File: src/rtl/uart_tx_mmio.sv
`default_nettype none
// ============================================================================
// Module   : uart_tx_mmio
// Purpose  : Memory-mapped 8N1 UART transmitter with TX FIFO and baud divider.
//            Optional CTRL register / TX-empty interrupt under UART_TX_IRQ_EN.
// Revision : 1.0 - initial release
// ============================================================================
module uart_tx_mmio #(
    parameter int FIFO_DEPTH = 16,
    parameter int DIV_RESET  = 868
) (
    input  logic        clk,
    input  logic        rst,
    input  logic        system_bus_en,
    input  logic        system_bus_rdwr,
    input  logic [31:0] system_bus_addr,
    input  logic [31:0] system_bus_wr_data,
    input  logic [3:0]  system_bus_mask,
    output logic [31:0] system_bus_rd_data,
    output logic        tx,
    output logic        irq
);

    localparam int PW = $clog2(FIFO_DEPTH);
    localparam int CW = PW + 1;

    localparam logic [CW-1:0] c_full_count = CW'(FIFO_DEPTH);
    localparam logic [15:0]   c_div_reset  = 16'(DIV_RESET);
    localparam logic [15:0]   c_div_min    = 16'd2;
    localparam logic [1:0]    c_reg_txdata = 2'd0;
    localparam logic [1:0]    c_reg_status = 2'd1;
    localparam logic [1:0]    c_reg_baud   = 2'd2;
    localparam logic [1:0]    c_reg_ctrl   = 2'd3;

    typedef enum logic [1:0] {
        S_IDLE  = 2'd0,
        S_START = 2'd1,
        S_DATA  = 2'd2,
        S_STOP  = 2'd3
    } state_t;

    state_t        state_q;
    logic [15:0]   timer_q;
    logic [7:0]    shift_q;
    logic [2:0]    bit_cnt_q;
    logic          tx_q;

    logic [7:0]    mem_q [FIFO_DEPTH];
    logic [PW-1:0] wr_ptr_q, wr_ptr_d;
    logic [PW-1:0] rd_ptr_q, rd_ptr_d;
    logic [CW-1:0] count_q, count_d;
    logic          overflow_q, overflow_d;
    logic [15:0]   baud_div_q, baud_div_d;
    logic [31:0]   rd_data_q, rd_data_d;

    logic [1:0]    w_reg;
    logic          w_wr, w_rd, w_push, w_pop, w_push_ok;
    logic          w_full, w_empty, w_busy, w_bit_end;
    logic [7:0]    w_head;
    logic [31:0]   w_status;
    logic [31:0]   w_ctrl_rd;
    logic [15:0]   w_baud_new;

    assign w_reg     = system_bus_addr[3:2];
    assign w_wr      = system_bus_en &  system_bus_rdwr;
    assign w_rd      = system_bus_en & ~system_bus_rdwr;
    assign w_push    = w_wr && (w_reg == c_reg_txdata) && system_bus_mask[0];
    assign w_full    = (count_q == c_full_count);
    assign w_empty   = (count_q == '0);
    assign w_busy    = (state_q != S_IDLE);
    assign w_bit_end = (timer_q == 16'd1);
    // The FSM takes a byte when idle, or at the last clock of a stop bit so frames abut.
    assign w_pop     = !w_empty && ((state_q == S_IDLE) || ((state_q == S_STOP) && w_bit_end));
    assign w_push_ok = w_push && (!w_full || w_pop);
    assign w_head    = mem_q[rd_ptr_q];

    always_comb begin
        wr_ptr_d = wr_ptr_q;
        rd_ptr_d = rd_ptr_q;
        count_d  = count_q;
        if (w_push_ok) wr_ptr_d = wr_ptr_q + PW'(1);
        if (w_pop)     rd_ptr_d = rd_ptr_q + PW'(1);
        if (w_push_ok && !w_pop)      count_d = count_q + CW'(1);
        else if (!w_push_ok && w_pop) count_d = count_q - CW'(1);
    end

    always_comb begin
        overflow_d = overflow_q;
        if (w_push && !w_push_ok)
            overflow_d = 1'b1;
        else if (w_wr && (w_reg == c_reg_status) && system_bus_mask[0] && system_bus_wr_data[3])
            overflow_d = 1'b0;
    end

    always_comb begin
        w_baud_new = baud_div_q;
        if (system_bus_mask[0]) w_baud_new[7:0]  = system_bus_wr_data[7:0];
        if (system_bus_mask[1]) w_baud_new[15:8] = system_bus_wr_data[15:8];
        baud_div_d = baud_div_q;
        if (w_wr && (w_reg == c_reg_baud))
            baud_div_d = (w_baud_new < c_div_min) ? c_div_min : w_baud_new;
    end

    always_comb begin
        w_status         = '0;
        w_status[0]      = w_full;
        w_status[1]      = w_empty;
        w_status[2]      = w_busy;
        w_status[3]      = overflow_q;
        w_status[8 +: CW] = count_q;
    end

    always_comb begin
        rd_data_d = rd_data_q;
        if (w_rd) begin
            case (w_reg)
                c_reg_txdata: rd_data_d = '0;
                c_reg_status: rd_data_d = w_status;
                c_reg_baud:   rd_data_d = {16'd0, baud_div_q};
                default:      rd_data_d = w_ctrl_rd;
            endcase
        end
    end

    always_ff @(posedge clk or posedge rst) begin
        if (rst) begin
            wr_ptr_q   <= '0;
            rd_ptr_q   <= '0;
            count_q    <= '0;
            overflow_q <= 1'b0;
            baud_div_q <= c_div_reset;
            rd_data_q  <= '0;
        end else begin
            wr_ptr_q   <= wr_ptr_d;
            rd_ptr_q   <= rd_ptr_d;
            count_q    <= count_d;
            overflow_q <= overflow_d;
            baud_div_q <= baud_div_d;
            rd_data_q  <= rd_data_d;
        end
    end

    always_ff @(posedge clk) begin
        if (w_push_ok) mem_q[wr_ptr_q] <= system_bus_wr_data[7:0];
    end

    // Every bit boundary reloads the timer, so a new divider applies from the next bit.
    always_ff @(posedge clk or posedge rst) begin
        if (rst) begin
            state_q   <= S_IDLE;
            timer_q   <= c_div_reset;
            shift_q   <= '0;
            bit_cnt_q <= '0;
            tx_q      <= 1'b1;
        end else begin
            case (state_q)
                S_IDLE: begin
                    if (w_pop) begin
                        state_q <= S_START;
                        shift_q <= w_head;
                        timer_q <= baud_div_q;
                        tx_q    <= 1'b0;
                    end
                end
                S_START: begin
                    if (w_bit_end) begin
                        state_q   <= S_DATA;
                        tx_q      <= shift_q[0];
                        shift_q   <= {1'b0, shift_q[7:1]};
                        bit_cnt_q <= '0;
                        timer_q   <= baud_div_q;
                    end else begin
                        timer_q <= timer_q - 16'd1;
                    end
                end
                S_DATA: begin
                    if (w_bit_end) begin
                        timer_q <= baud_div_q;
                        if (bit_cnt_q == 3'd7) begin
                            state_q <= S_STOP;
                            tx_q    <= 1'b1;
                        end else begin
                            tx_q      <= shift_q[0];
                            shift_q   <= {1'b0, shift_q[7:1]};
                            bit_cnt_q <= bit_cnt_q + 3'd1;
                        end
                    end else begin
                        timer_q <= timer_q - 16'd1;
                    end
                end
                default: begin
                    if (w_bit_end) begin
                        if (w_pop) begin
                            state_q <= S_START;
                            shift_q <= w_head;
                            timer_q <= baud_div_q;
                            tx_q    <= 1'b0;
                        end else begin
                            state_q <= S_IDLE;
                        end
                    end else begin
                        timer_q <= timer_q - 16'd1;
                    end
                end
            endcase
        end
    end

`ifdef UART_TX_IRQ_EN
    logic irq_en_q, irq_en_d;
    logic irq_q, irq_d;

    always_comb begin
        irq_en_d = irq_en_q;
        if (w_wr && (w_reg == c_reg_ctrl) && system_bus_mask[0])
            irq_en_d = system_bus_wr_data[0];
        irq_d = irq_en_q && w_empty && !w_busy;
    end

    always_ff @(posedge clk or posedge rst) begin
        if (rst) begin
            irq_en_q <= 1'b0;
            irq_q    <= 1'b0;
        end else begin
            irq_en_q <= irq_en_d;
            irq_q    <= irq_d;
        end
    end

    assign irq       = irq_q;
    assign w_ctrl_rd = {31'd0, irq_en_q};
`else
    assign irq       = 1'b0;
    assign w_ctrl_rd = '0;
`endif

    logic unused_bus_bits;
    assign unused_bus_bits = ^{system_bus_addr[31:4], system_bus_addr[1:0],
                               system_bus_mask[3:2], system_bus_wr_data[31:16]};

    assign tx                 = tx_q;
    assign system_bus_rd_data = rd_data_q;

endmodule
`default_nettype wire

File: config.mk
export PLATFORM = sky130hd
export DESIGN_NAME = uart_tx_mmio
export DESIGN_NICKNAME = d
export VERILOG_FILES = /design/src/rtl/uart_tx_mmio.sv
export SDC_FILE = /design/constraint.sdc
export NUM_CORES = 1
export LEC_CHECK = 0
export ABC_AREA = 1
export BUFFER_PORTS_ARGS = -buffer_cell sky130_fd_sc_hd__clkbuf_2
export CAP_MARGIN = 20
export CORE_UTILIZATION = 30
export DETAILED_ROUTE_END_ITERATION = 7
export HOLD_SLACK_MARGIN = 0.02
export PLACE_DENSITY = 0.51
export SYNTH_ARGS = -nofsm -noshare
export SYNTH_HDL_FRONTEND = slang
export SYNTH_SLANG_ARGS = --single-unit
File: constraint.sdc
create_clock -name clk -period 3.7 [get_ports clk]
set_input_delay 0.185 -clock clk [delete_from_list [all_inputs] [get_ports clk]]
set_output_delay 0.185 -clock clk [all_outputs]
set_load 0.03 [all_outputs]
==> metrics.md <==
| Metric | Value |
|---|---|
| Status | finished, final reports clean |
| First-pass iteration count of the detailed router | 5 |
| Commonest non-fill, non-tap cell in the layout | nand2_1 |
| Cell taking the most area after synthesis | edfxtp_1 |
| Largest buffer count on any clock path | 3 |
| Design Power | between 5000 and 6000 uW |
| DP Worst Slack | 568 ps |
| Max_slew headroom | 0.403 |
| Fillcell total | 3,475 |
| Root buf cell | clkbuf_16 |
| Initial core utilization | 0.307 |
| Worst skew pair latency | 540 ps |
| Nets@finish | 1,307 |
| Peak VDD IR | 0.348 mV |
| Highest fanout seen on the critical path | 18 |
| Setup WS post-layout | 594 ps |
| Final setup viols | 0 |
| Largest delay share family, worst path | simple AND/OR/NAND/NOR gates |
| Vias | roughly 8,000 |
| Total GRT Usage | 0.156 |
| Critical Path RT | 4120 ps |
| H-tree depth | 1 |
| Min Tclk post-route | 3110 ps |
| Fin area | 11,800 um2 |
| Diode count | 0 |
| First-pass GRT wire length | 43.6 mm |
| Number of library cell types mapped by synthesis | 44 |
| Initial antenna violation count | 0 |
| Sequential fraction of the synthesis area | 0.556 |
| Clock Sinks | 204 |
| Footprint of the multi-input gates | 3920 um2 |
| Critical Path AT | 3520 ps |
| Synth warnings | 0 |
| Global route total overflow | 0 |
| Post-CTS sizing | 0 |
| Seq cells post-synth | 204 |
| ANT nets after route | 0 |
| Clk slew on worst S/H paths | 60 ps |
| Worst path bufs/invs | 3 |
| Die W | 188 um |
| GPL Wtd Cong | 0.805 |
| Drt wl/cell | 16.1 um |
| Cell Chain, Critical Path | inv_1 -> ha_1 -> nand2_1 -> nor2_2 -> nand2_4 -> nand2_8 -> nand3_4 -> nand2_2 -> nand2_2 -> inv_6 -> ha_1 -> inv_1 -> fa_1 -> a21oi_1 -> nor2_1 -> nor2_1 -> nand2_1 -> nand2_1 -> nor2_1 -> xor2_1 |
| Worst setup SP type | flop |
| # Post-CTS Setup Buffers | 0 |
| Num CTS Buffers | 24 |
| Max Fclk | 322 MHz |
| Worst min path class | in2reg |
| Largest cells by area after synthesis | edfxtp_1 (37%), dfrtp_1 (16%), nand2_1 (12%) |
| Lkg Pwr | 0.00502 uW |
| Final setup TNS | 0 ps |
| CTS tree | built |
| Max-cap viol count | 0 |
| Slowest cell on crit path | fa_1 |
| Port buffer count | 40 |
| Clock Skew | 29.5 ps |
| Final Hold Fails | 0 |
| P&R area growth vs syn | 14.2% |
| Residual DRC count | 0 |
| Synth Instances | 1,174 |
| Vias in the first global route | between 7,000 and 8,000 |
| RSZ-0062 raised after global routing | no |
| Rows | 67 |
| Avg Cell Area, Syn | 8.83 um2 |
| Placed Area | ~11,000 um2 |
| Vias per cell | roughly 4.7 |
| Crit path largest cell delay | 410 ps |
| Final critical-path share of the clock period | 0.840 |
| Register area | 5760 um2 |
| Most frequent cells in the layout | nand2_1 (320), edfxtp_1 (128), o21ai_0 (122) |
| Worst Tran Pin Value | 891 ps |
| DIE AREA | 35,300 um2 |
| Hold-fix buffers at CTS | 1 |
| Layout cells sized above 1 | 0.110 |
| Detailed Route Iter0 Violations | just over 500 |
| Post-DP HPWL | 17.6 mm |
| I/O pin total | 106 |
| Fin. max-slew vios | 0 |
| CORE AREA | 33,800 um2 |
| DRT Wirelength | 27.0 mm |
| Share of the synthesized area in the top cell type | 0.371 |
| Die height | 188 um |
| Type of the worst setup path | reg2reg |
| Final hold slack | around 34 ps |
| Power Density | roughly 500 nW/um2 |
| Largest net degree at the start of global routing | 66 |
| Worst Setup End Kind | flop |
| Synth Cell Area | 10,400 um2 |
path summary, 6_finish.rpt:
check,start,to,slack (ps),depth (start not counted)
hold / removal,system_bus_wr_data[14],baud_div_q[14],30,5
max in group asynchronous,rst,baud_div_q[5],2370,4
setup / recovery,timer_q[1],count_q[4],590,20
setup reg to reg,timer_q[1],count_q[4],590,20
min in group asynchronous,rst,rd_ptr_q[0],340,3
hold reg to reg,count_q[4],count_q[4],480,1
per-layer routing:
layer,wire length (um),GRT usage,vias up
li1,-,-,3954
met1,13000,0.222,3792
met2,12300,0.250,192
met3,1170,0.0193,34
met4,509,0.0397,0
met5,0,0,-
cell type report:
class | count | share of cell area
flip-flops and latches | 204 | 0.487
multi-input cells | 814 | 0.331
clock buffers | 33 | 0.0545
well taps | 448 | 0.0474
inverters | 106 | 0.0342
repair buffers | 63 | 0.0328
clock inverters | 11 | 0.0130
synthesized netlist by cell type (all sizes together):
cell type,instances
nand2,331
edfxtp,128
o21ai,124
nor2,122
inv,105
nand3,86
dfrtp,65
a21oi,38
buf,37
clkbuf,29
ha,21
o22ai,20
nand4,19
dfstp,11
xor2,9
a21boi,7
o211ai,5
nor3,3
a22oi,2
a31oi,1
and3,1
clkinv,1
conb,1
fa,1
mux2i,1
nor3b,1
o21a,1
o21bai,1
o31ai,1
or2,1
xnor2,1
power by group:
part,switching [uW],total (uW),internal (uW)
Clock,940,2380,1440
Sequential,136,2740,2600
Combinational,559,811,251
Total,1640,5920,4290
cells by family after synthesis:
kind of cell             after synthesis  share of synthesized area
AND/OR/NAND/NOR                      564                      0.231
flip-flops                           204                      0.556
AO/OA/AOI/OAI                        200                      0.104
buffers and inverters                172                     0.0720
adder cells (fa/ha/maj)               22                     0.0273
XOR/XNOR                              10                    0.00845
other                                  1                   0.000362
multiplexers                           1                   0.000966
flip-flops by register name (all words and copies together), names as in the netlist:
| register | cells |
|---|---|
| wr_ptr_q | 4 |
| system_bus_rd_data | 16 |
| mem_q | 128 |
| rd_ptr_q | 4 |
| shift_q | 8 |
| tx | 1 |
| count_q | 5 |
| overflow_q | 1 |
| state_q | 2 |
| timer_q | 16 |
| bit_cnt_q | 3 |
| baud_div_q | 16 |
worst register-to-register path: cells and delay by family (launching register included):
kind	cells	cell delay [ps]
fa+ha+maj	3	810
xor+xnor	1	130
compound gates	1	140
simple gates	12	1190
flops	1	370
buf+inv	3	340
through the flow:
stage               utilization  std cells
floorplan                     -       1190
global placement          0.326       1634
detailed placement        0.326       1634
CTS                       0.350       1679
global route              0.350       1679
finish                    0.350       1679
Power figures use the tool's default switching activity.
